===== src/rtl/calc_pkg.sv =====
// Shared calculator datapath definitions used by suma, conv_bcd and the
// 7-segment display driver.
//   CALC_WIDTH  : width of the signed adder result word
//   CALC_DIGITS : number of BCD digits shown on the display
//   CALC_MAX    : largest magnitude the display can show
//   BCD_BLANK   : digit code the display driver renders as an unlit digit
//   bcd_state_t : state type of the binary-to-BCD converter FSM
package calc_pkg;

  localparam int         CALC_WIDTH  = 28;
  localparam int         CALC_DIGITS = 8;
  localparam int         CALC_MAX    = 99_999_999;
  localparam logic [3:0] BCD_BLANK   = 4'hF;

  typedef enum logic {
    IDLE  = 1'b0,
    SHIFT = 1'b1
  } bcd_state_t;

endpackage


===== src/rtl/bcd_add3.sv =====
// Single-digit correction cell of the double-dabble converter: a digit of
// 5 or more is pre-corrected by +3 so that the following left shift carries
// correctly into the next decimal digit.
// Ports:
//   d : BCD digit before correction
//   q : corrected digit
module bcd_add3 (
  input  logic [3:0] d,
  output logic [3:0] q
);

  always_comb begin
    q = (d >= 4'd5) ? d + 4'd3 : d;
  end

endmodule


===== src/rtl/conv_bcd.sv =====
// Sequential binary-to-BCD converter behind the suma adder. A rising edge of
// valid_in (while idle) captures the signed sum, its sign and the overflow
// flag; the magnitude is then converted one bit per clock by shift-add-3.
// The result registers load once, together with a one-cycle valid_out pulse,
// WIDTH cycles after acceptance, and hold until the next result.
// Optional build macro:
//   CONV_BCD_BLANK_EN : leading zero digits (never the lowest) become 4'hF.
// Ports:
//   clk        : clock, rising edge
//   rst        : asynchronous active-low reset
//   valid_in   : sum valid from suma; only its rising edge starts a conversion
//   d_in       : signed two's-complement sum
//   ovrflow_in : adder overflow, sampled with d_in
//   busy       : conversion in progress
//   valid_out  : one-cycle pulse when bcd_out/neg/err are updated
//   bcd_out    : BCD magnitude, most significant digit in the top nibble
//   neg        : accepted value was negative (forced low on error)
//   err        : overflow or magnitude beyond the display range
module conv_bcd
  import calc_pkg::*;
#(
  parameter int WIDTH  = CALC_WIDTH,
  parameter int DIGITS = CALC_DIGITS
) (
  input  logic                clk,
  input  logic                rst,
  input  logic                valid_in,
  input  logic [WIDTH-1:0]    d_in,
  input  logic                ovrflow_in,
  output logic                busy,
  output logic                valid_out,
  output logic [4*DIGITS-1:0] bcd_out,
  output logic                neg,
  output logic                err
);

  localparam int              CW    = $clog2(WIDTH + 1);
  localparam int              BW    = 4 * DIGITS;
  localparam logic [CW-1:0]   LAST  = CW'(WIDTH - 1);
  localparam logic [63:0]     MAX64 = 64'(CALC_MAX);

  bcd_state_t        state, state_nxt;
  logic              vin_q;
  logic [CW-1:0]     cnt;
  logic              accept, last;
  logic [WIDTH-1:0]  mag_abs;
  logic [WIDTH-1:0]  mag_p0;
  logic [BW-1:0]     bcd_p0, bcd_adj, bcd_shf, bcd_res;
  logic              neg_p0, err_p0;

  // Magnitude kept at WIDTH bits unsigned, so the most negative value maps
  // to 2^(WIDTH-1) instead of wrapping back to itself.
  function automatic logic [WIDTH-1:0] abs_mag(input logic signed [WIDTH-1:0] v);
    return v[WIDTH-1] ? $unsigned(-v) : $unsigned(v);
  endfunction

`ifdef CONV_BCD_BLANK_EN
  function automatic logic [BW-1:0] blank_lz(input logic [BW-1:0] b);
    logic [BW-1:0] r;
    logic          lead;
    r    = b;
    lead = 1'b1;
    for (int i = DIGITS - 1; i > 0; i--) begin
      if (lead && (b[4*i +: 4] == 4'd0)) r[4*i +: 4] = BCD_BLANK;
      else                               lead = 1'b0;
    end
    return r;
  endfunction
`endif

  always_comb begin
    mag_abs = abs_mag($signed(d_in));
  end

  // Shift-add-3 datapath: correct every digit, then shift the next
  // magnitude bit in at the bottom.
  for (genvar g = 0; g < DIGITS; g++) begin : g_add3
    bcd_add3 u_add3 (
      .d (bcd_p0[4*g +: 4]),
      .q (bcd_adj[4*g +: 4])
    );
  end

  always_comb begin
    bcd_shf = {bcd_adj[BW-2:0], mag_p0[WIDTH-1]};
`ifdef CONV_BCD_BLANK_EN
    bcd_res = blank_lz(bcd_shf);
`else
    bcd_res = bcd_shf;
`endif
  end

  always_comb begin
    state_nxt = state;
    accept    = 1'b0;
    last      = 1'b0;
    case (state)
      IDLE: begin
        if (valid_in && !vin_q) begin
          accept    = 1'b1;
          state_nxt = SHIFT;
        end
      end
      SHIFT: begin
        if (cnt == LAST) begin
          last      = 1'b1;
          state_nxt = IDLE;
        end
      end
      default: state_nxt = IDLE;
    endcase
  end

  assign busy = (state == SHIFT);

  always_ff @(posedge clk or negedge rst) begin
    if (!rst) begin
      state     <= IDLE;
      vin_q     <= 1'b0;
      cnt       <= '0;
      valid_out <= 1'b0;
      bcd_out   <= '0;
      neg       <= 1'b0;
      err       <= 1'b0;
    end else begin
      state     <= state_nxt;
      vin_q     <= valid_in;
      valid_out <= last;
      if (accept)              cnt <= '0;
      else if (state == SHIFT) cnt <= cnt + CW'(1);
      if (last) begin
        bcd_out <= err_p0 ? {DIGITS{BCD_BLANK}} : bcd_res;
        neg     <= neg_p0 & ~err_p0;
        err     <= err_p0;
      end
    end
  end

  // ---- stage p0: capture on acceptance, shift while converting ----
  always_ff @(posedge clk) begin
    if (accept) begin
      mag_p0 <= mag_abs;
      bcd_p0 <= '0;
      neg_p0 <= d_in[WIDTH-1];
      err_p0 <= ovrflow_in || (64'(mag_abs) > MAX64);
    end else if (state == SHIFT) begin
      mag_p0 <= {mag_p0[WIDTH-2:0], 1'b0};
      bcd_p0 <= bcd_shf;
    end
  end

endmodule


===== config.mk =====
export PLATFORM = sky130hd
export DESIGN_NAME = conv_bcd
export DESIGN_NICKNAME = d
export VERILOG_FILES = /design/src/rtl/calc_pkg.sv /design/src/rtl/bcd_add3.sv /design/src/rtl/conv_bcd.sv
export SDC_FILE = /design/constraint.sdc
export NUM_CORES = 1
export LEC_CHECK = 0
export ABC_AREA = 1
export BUFFER_PORTS_ARGS = -buffer_cell sky130_fd_sc_hd__buf_2
export CAP_MARGIN = 20
export CORE_MARGIN = 5
export CORE_UTILIZATION = 32
export DETAILED_ROUTE_END_ITERATION = 16
export SYNTH_ARGS = -nofsm -noshare
export SYNTH_HDL_FRONTEND = slang
export SYNTH_SLANG_ARGS = --single-unit

===== constraint.sdc =====
create_clock -name clk -period 2.7 [get_ports clk]
set_input_delay 0.135 -clock clk [delete_from_list [all_inputs] [get_ports clk]]
set_output_delay 0.135 -clock clk [all_outputs]
set_load 0.005 [all_outputs]

== After elaboration in Yosys (flattened, before gate mapping) ==
Cells that the tools add are included.
Word-level totals
  bits in registers: 104
  latch bits: 0
  memory bits (writable): 0
  bits in read-only memories: 0
  input port bits: 32
  output and inout port bits: 36
  logic and storage cells: 58
  memories kept: 0
Cells by class
  add/subtract/negate cells: 10
  multipliers: 0
  div/mod/pow operators: 0
  $lt $le $gt $ge: 9
  equality and inequality tests: 1
  shift operators: 0
  muxes and demuxes: 20
  bitwise gates (word level): 3
  reductions and logical operators: 4
Operator list (number)
  two-way mux 28 bit: 3
  >= comparator 4 x 3 -> 1 bit (second input constant): 8
  two-way mux 32 bit: 1
  adder 4 x 2 -> 4 bit (second input constant): 7
  > comparator 28 x 27 -> 1 bit (second input constant): 1
  two-way mux 4 bit: 7
  negation 28 bit: 1
  two-way mux 5 bit: 2
  adder 5 x 1 -> 5 bit (second input constant): 1
  == test 5 bit (second input constant): 1
  two-way mux 1 bit: 5
  adder 3 x 2 -> 3 bit (second input constant): 1
  two-way mux 3 bit: 1
  inverter 1 bit: 2
  case mux 1 bit (2 select lines): 1
  nonzero test 2 bit: 1
  bitwise AND 1 bit: 1
  logical AND 1 bit: 1
  zero test 1 bit: 1
  logical OR 1 bit: 1

== Depth between registers and ports, before layout ==
  word-level depth: 5
  mapped depth: 15
  gate-level depth less buffers: 15

== Cells and area by module ==
A second synthesis with hierarchy kept.
Unflattened totals
  cells, all modules: 721
  area, all modules: 5804.3 um^2
By module, submodules not included
  conv_bcd: times used 1, cells an instance 537, area each 4723.3 um^2, sequential area each 2592.5 um^2
  bcd_add3: times used 8, cells an instance 23, area each 135.1 um^2, sequential area each 0.0 um^2

== Least setup slack after synthesis ==
Ideal clock, no wire load.
  path kind: register -> register
  start: register state, in the netlist busy
  end: register mag_p0[0] (enable)
  setup time: 0.403 ns
  data arrival time: 1.720 ns
  data required time: 2.297 ns
  path slack: 0.577 ns
  cell stages (with the launch flop): 5
  path buffers: 2
  clock period less this slack: 2.123 ns
  cell sequence: dfrtp_1 buf_2 inv_1 nand2_1 buf_1
Between the ends
  longest elaborated chain between the ends: 2
RTL lines
  from (decl): RTL line conv_bcd.sv:42  | bcd_state_t state, state_nxt;
  from (signal assigned): RTL line conv_bcd.sv:126  | state <= state_nxt;
  two-way mux 1 bit: RTL line conv_bcd.sv:97  | case (state)
  nonzero test 2 bit (no line) *
  to (signal assigned): RTL line conv_bcd.sv:142  | mag_p0 <= mag_abs;
  to (signal assigned): RTL line conv_bcd.sv:147  | mag_p0 <= {mag_p0[WIDTH-2:0], 1'b0};
  to (decl): RTL line conv_bcd.sv:47  | logic [WIDTH-1:0] mag_p0;
Mark *: on every way between the ends. The rest lies on a longest branch, timed or not.
A chain may end at the register's enable or synchronous reset.

== Worst setup path in the final report ==
  start: register cnt[0]
  end: register neg
Between the ends
  longest elaborated chain between the ends: 3
RTL lines
  from (decl): RTL line conv_bcd.sv:44  | logic [CW-1:0] cnt;
  from (signal assigned): RTL line conv_bcd.sv:130  | else if (state == SHIFT) cnt <= cnt + CW'(1);
  == test 5 bit: RTL line conv_bcd.sv:105  | if (cnt == LAST) begin
  two-way mux 1 bit: RTL line conv_bcd.sv:105
  two-way mux 1 bit: RTL line conv_bcd.sv:97
  to (signal assigned): RTL line conv_bcd.sv:133  | neg <= neg_p0 & ~err_p0;
  to (decl): RTL line conv_bcd.sv:33  | output logic neg,
No other way between the ends.

==> impl_results.md <==
- Fmax achieved: 580 MHz
- Vias in the first global route: 4,415
- Synth-to-layout area growth: 16.8%
- Post-Syn Nets: 767
- Gp weighted congestion: 0.883
- Pre-CTS WS: 835 ps
- Yosys top cell area share: 0.189
- Initial Utilization: 0.324
- Max_cap viols: 0
- Synth area leader: dfrtp_1
- CTS tree: done
- Critical Path Sink Type: flop
- Largest net degree at the start of global routing: 50
- Max-slew violation total from the final report: 0
- Avg Inst Size Synth: 7.75 um2
- CP max stage cell: dfrtp_1
- Unique cell type count in the Yosys netlist: 32
- Row count: 48
- Num CTS Buffers: 9
- Vias/cell: 4.65
- Largest stage delay, worst path: 410 ps
- Drt wl/cell: 12.6 um
- Async SR Flop Fraction: 0.404
- Worst vdd ir: 0.505 mV
- Clock Skews: 10.5 ps
- CP Max Fanout: 22
- Layout Utilization: 0.378
- Outcome: finished clean
- CP Class: reg -> reg
- Layout cells sized above 1: 0.140
- Hold WS: 94.7 ps
- Reg area: 2590 um2
- Gr usage total: 0.129
- Clock root cell: clkbuf_16
- Rel. slew slack: 0.659
- Static Leak: 3.10 nW
- I/O Pins: 68
- RSZ-0062 raised after global routing: false
- Die Ht: 142 um
- Clock transition at path regs: 70 ps
- Cells after synthesis: 717
- Post-route cell area: 6500 um2
- # Post-CTS Setup Buffers: 0
- Final Hold Vio Count: 0
- Chip width: 142 um
- Worst path required time: 2980 ps
- Dpl hpwl: 9.14 mm
- DRC viols: 0
- N_diodes: 0
- Dpl cell area: 6150 um2
- Final critical-path share of the clock period: 0.639
- Post-Syn Area: 5560 um2
- Pwr Density: 1060 nW/um2
- Top cells by area, synth: dfrtp_1, edfxtp_1, nand2_1
- # hold bufs at CTS: 2
- Setup ws final: 974 ps
- Setup Viol. Count Final: 0
- Antenna violations before repair: 0
- CTS-repair resized insts: 0
- Top-count cell post-synth: nand2_1
- Crit path time final: 1730 ps
- CP Cell Sequence: ha_1, nand2_1, nor4_4, inv_2, nor2_2, buf_4, a22o_1
- Port buffer count: 67
- Ys Warns: 0
- WL final: 12.7 mm
- CTS Buffer Depth: 2
- Num Clock Sinks: 104
- Post-synthesis sequential area ratio: 0.466
- Critical Path AT: 2000 ps
- Fill cells: 1,803
- Skew-Pair Late Insertion Delay: 350 ps
- Worst hold path type: in -> reg
- Fin Setup TNS: 0 ps
- Synth cell count leaders: nand2_1, inv_1, nor2_1, o21ai_0, a21oi_1
- Final ANT Viol Nets: 0
- Worst slew pin tran: 511 ps
- First-pass GRT wire length: 21.3 mm
- EDFF count, synth: 30
- DR vias: 4,708
- Gr ovfl total: 0
- H-tree depth: 3
- Drt pass-1 iters: 5
- Main synth FF type: dfrtp_1
- Core area: 17,200 um2
- Number of synthesized register bits: 104
- # nets final: 833
- Die area: 20,100 um2
- DRT iter0 DRCs: 256
- Multi-input combinational cell area: 2510 um2
- Worst setup SP type: flop
## where the power goes
group / switching, mW / internal (mW)
sequential: 0.403 / 2.45
clock: 0.597 / 0.733
combinational: 1.61 / 1.09
total: 2.61 / 4.27
## logic make-up (layout without fill, tap and decap cells)
group,count (synthesis),in the layout,share of synthesized area
XOR/XNOR,18,18,0.0284
adder cells (fa/ha/maj),18,18,0.0405
flip-flops,104,104,0.466
AND/OR/NAND/NOR,315,315,0.241
AO/OA/AOI/OAI,143,143,0.141
buffers and inverters,119,190,0.0833
## worst max-delay path: cells and delay by family, from the launching register on
kind / cells / cell delay [ps]
compound gates: 1 / 180
buf+inv: 2 / 390
fa+ha+maj: 1 / 240
flops: 1 / 410
simple gates: 3 / 440
## worst paths after layout
check	start	to	slack (ps)	depth (start not counted)
max in group asynchronous	rst	cnt[4]	1910	3
hold / removal	ovrflow_in	err_p0	90	3
setup reg to reg	cnt[0]	neg	970	7
min in group asynchronous	rst	bcd_out[5]	290	2
hold reg to reg	neg_p0	neg	490	1
setup / recovery	cnt[0]	neg	970	7
## routing by layer
layer / wire length, um / part of all wire / GRT usage / up-vias
li1: - / - / - / 2473
met1: 6260 / 0.49 / 0.181 / 2129
met2: 5640 / 0.44 / 0.201 / 100
met3: 726 / 0.057 / 0.0351 / 6
met4: 91 / 0.0072 / 0.0273 / 0
met5: 0 / 0 / 0 / -
## per-stage QoR
| stage | instances | total power [mW] |
|---|---|---|
| 6_report | 1013 | 6.88 |
| 5_1_grt | 1013 | 7.53 |
| 4_1_cts | 1012 | 6.97 |
| 3_5_place_dp | 994 | 5.60 |
| 3_3_place_gp | 994 | 5.53 |
| 2_1_floorplan | 717 | 4.74 |
## sequential cells by signal, summed over array words and instances (netlist names)
register and flops:
bcd_out 32, bcd_p0 32, mag_p0 28, cnt 5, busy 1, err 1
err_p0 1, neg 1, neg_p0 1, valid_out 1, vin_q 1
## final cells by class
cell class / instances / area share
Tap cell: 225 / 0.0433
Inverter: 97 / 0.0560
Timing Repair Buffer: 77 / 0.0690
Sequential cell: 104 / 0.399
Clock buffer: 10 / 0.0352
Multi-Input combinational cell: 494 / 0.386
Clock inverter: 6 / 0.0114
## cells in the final DEF (no fill, tap or decap), types with 3 or more instances in the layout
master,instances
edfxtp_1,30
xnor2_1,6
xor2_1,12
nor2_1,71
nand3b_1,8
nor2_2,7
inv_6,3
nand3_1,23
o22a_1,5
nand2_1,185
dfxtp_1,32
o22ai_1,27
ha_1,18
nand4_1,12
dfrtp_1,42
o21ai_0,56
inv_1,93
clkbuf_16,9
buf_2,67
a21oi_1,49
buf_4,6
nand2_2,4
inv_2,4
Note: power is estimated with default switching activity, not from simulation.
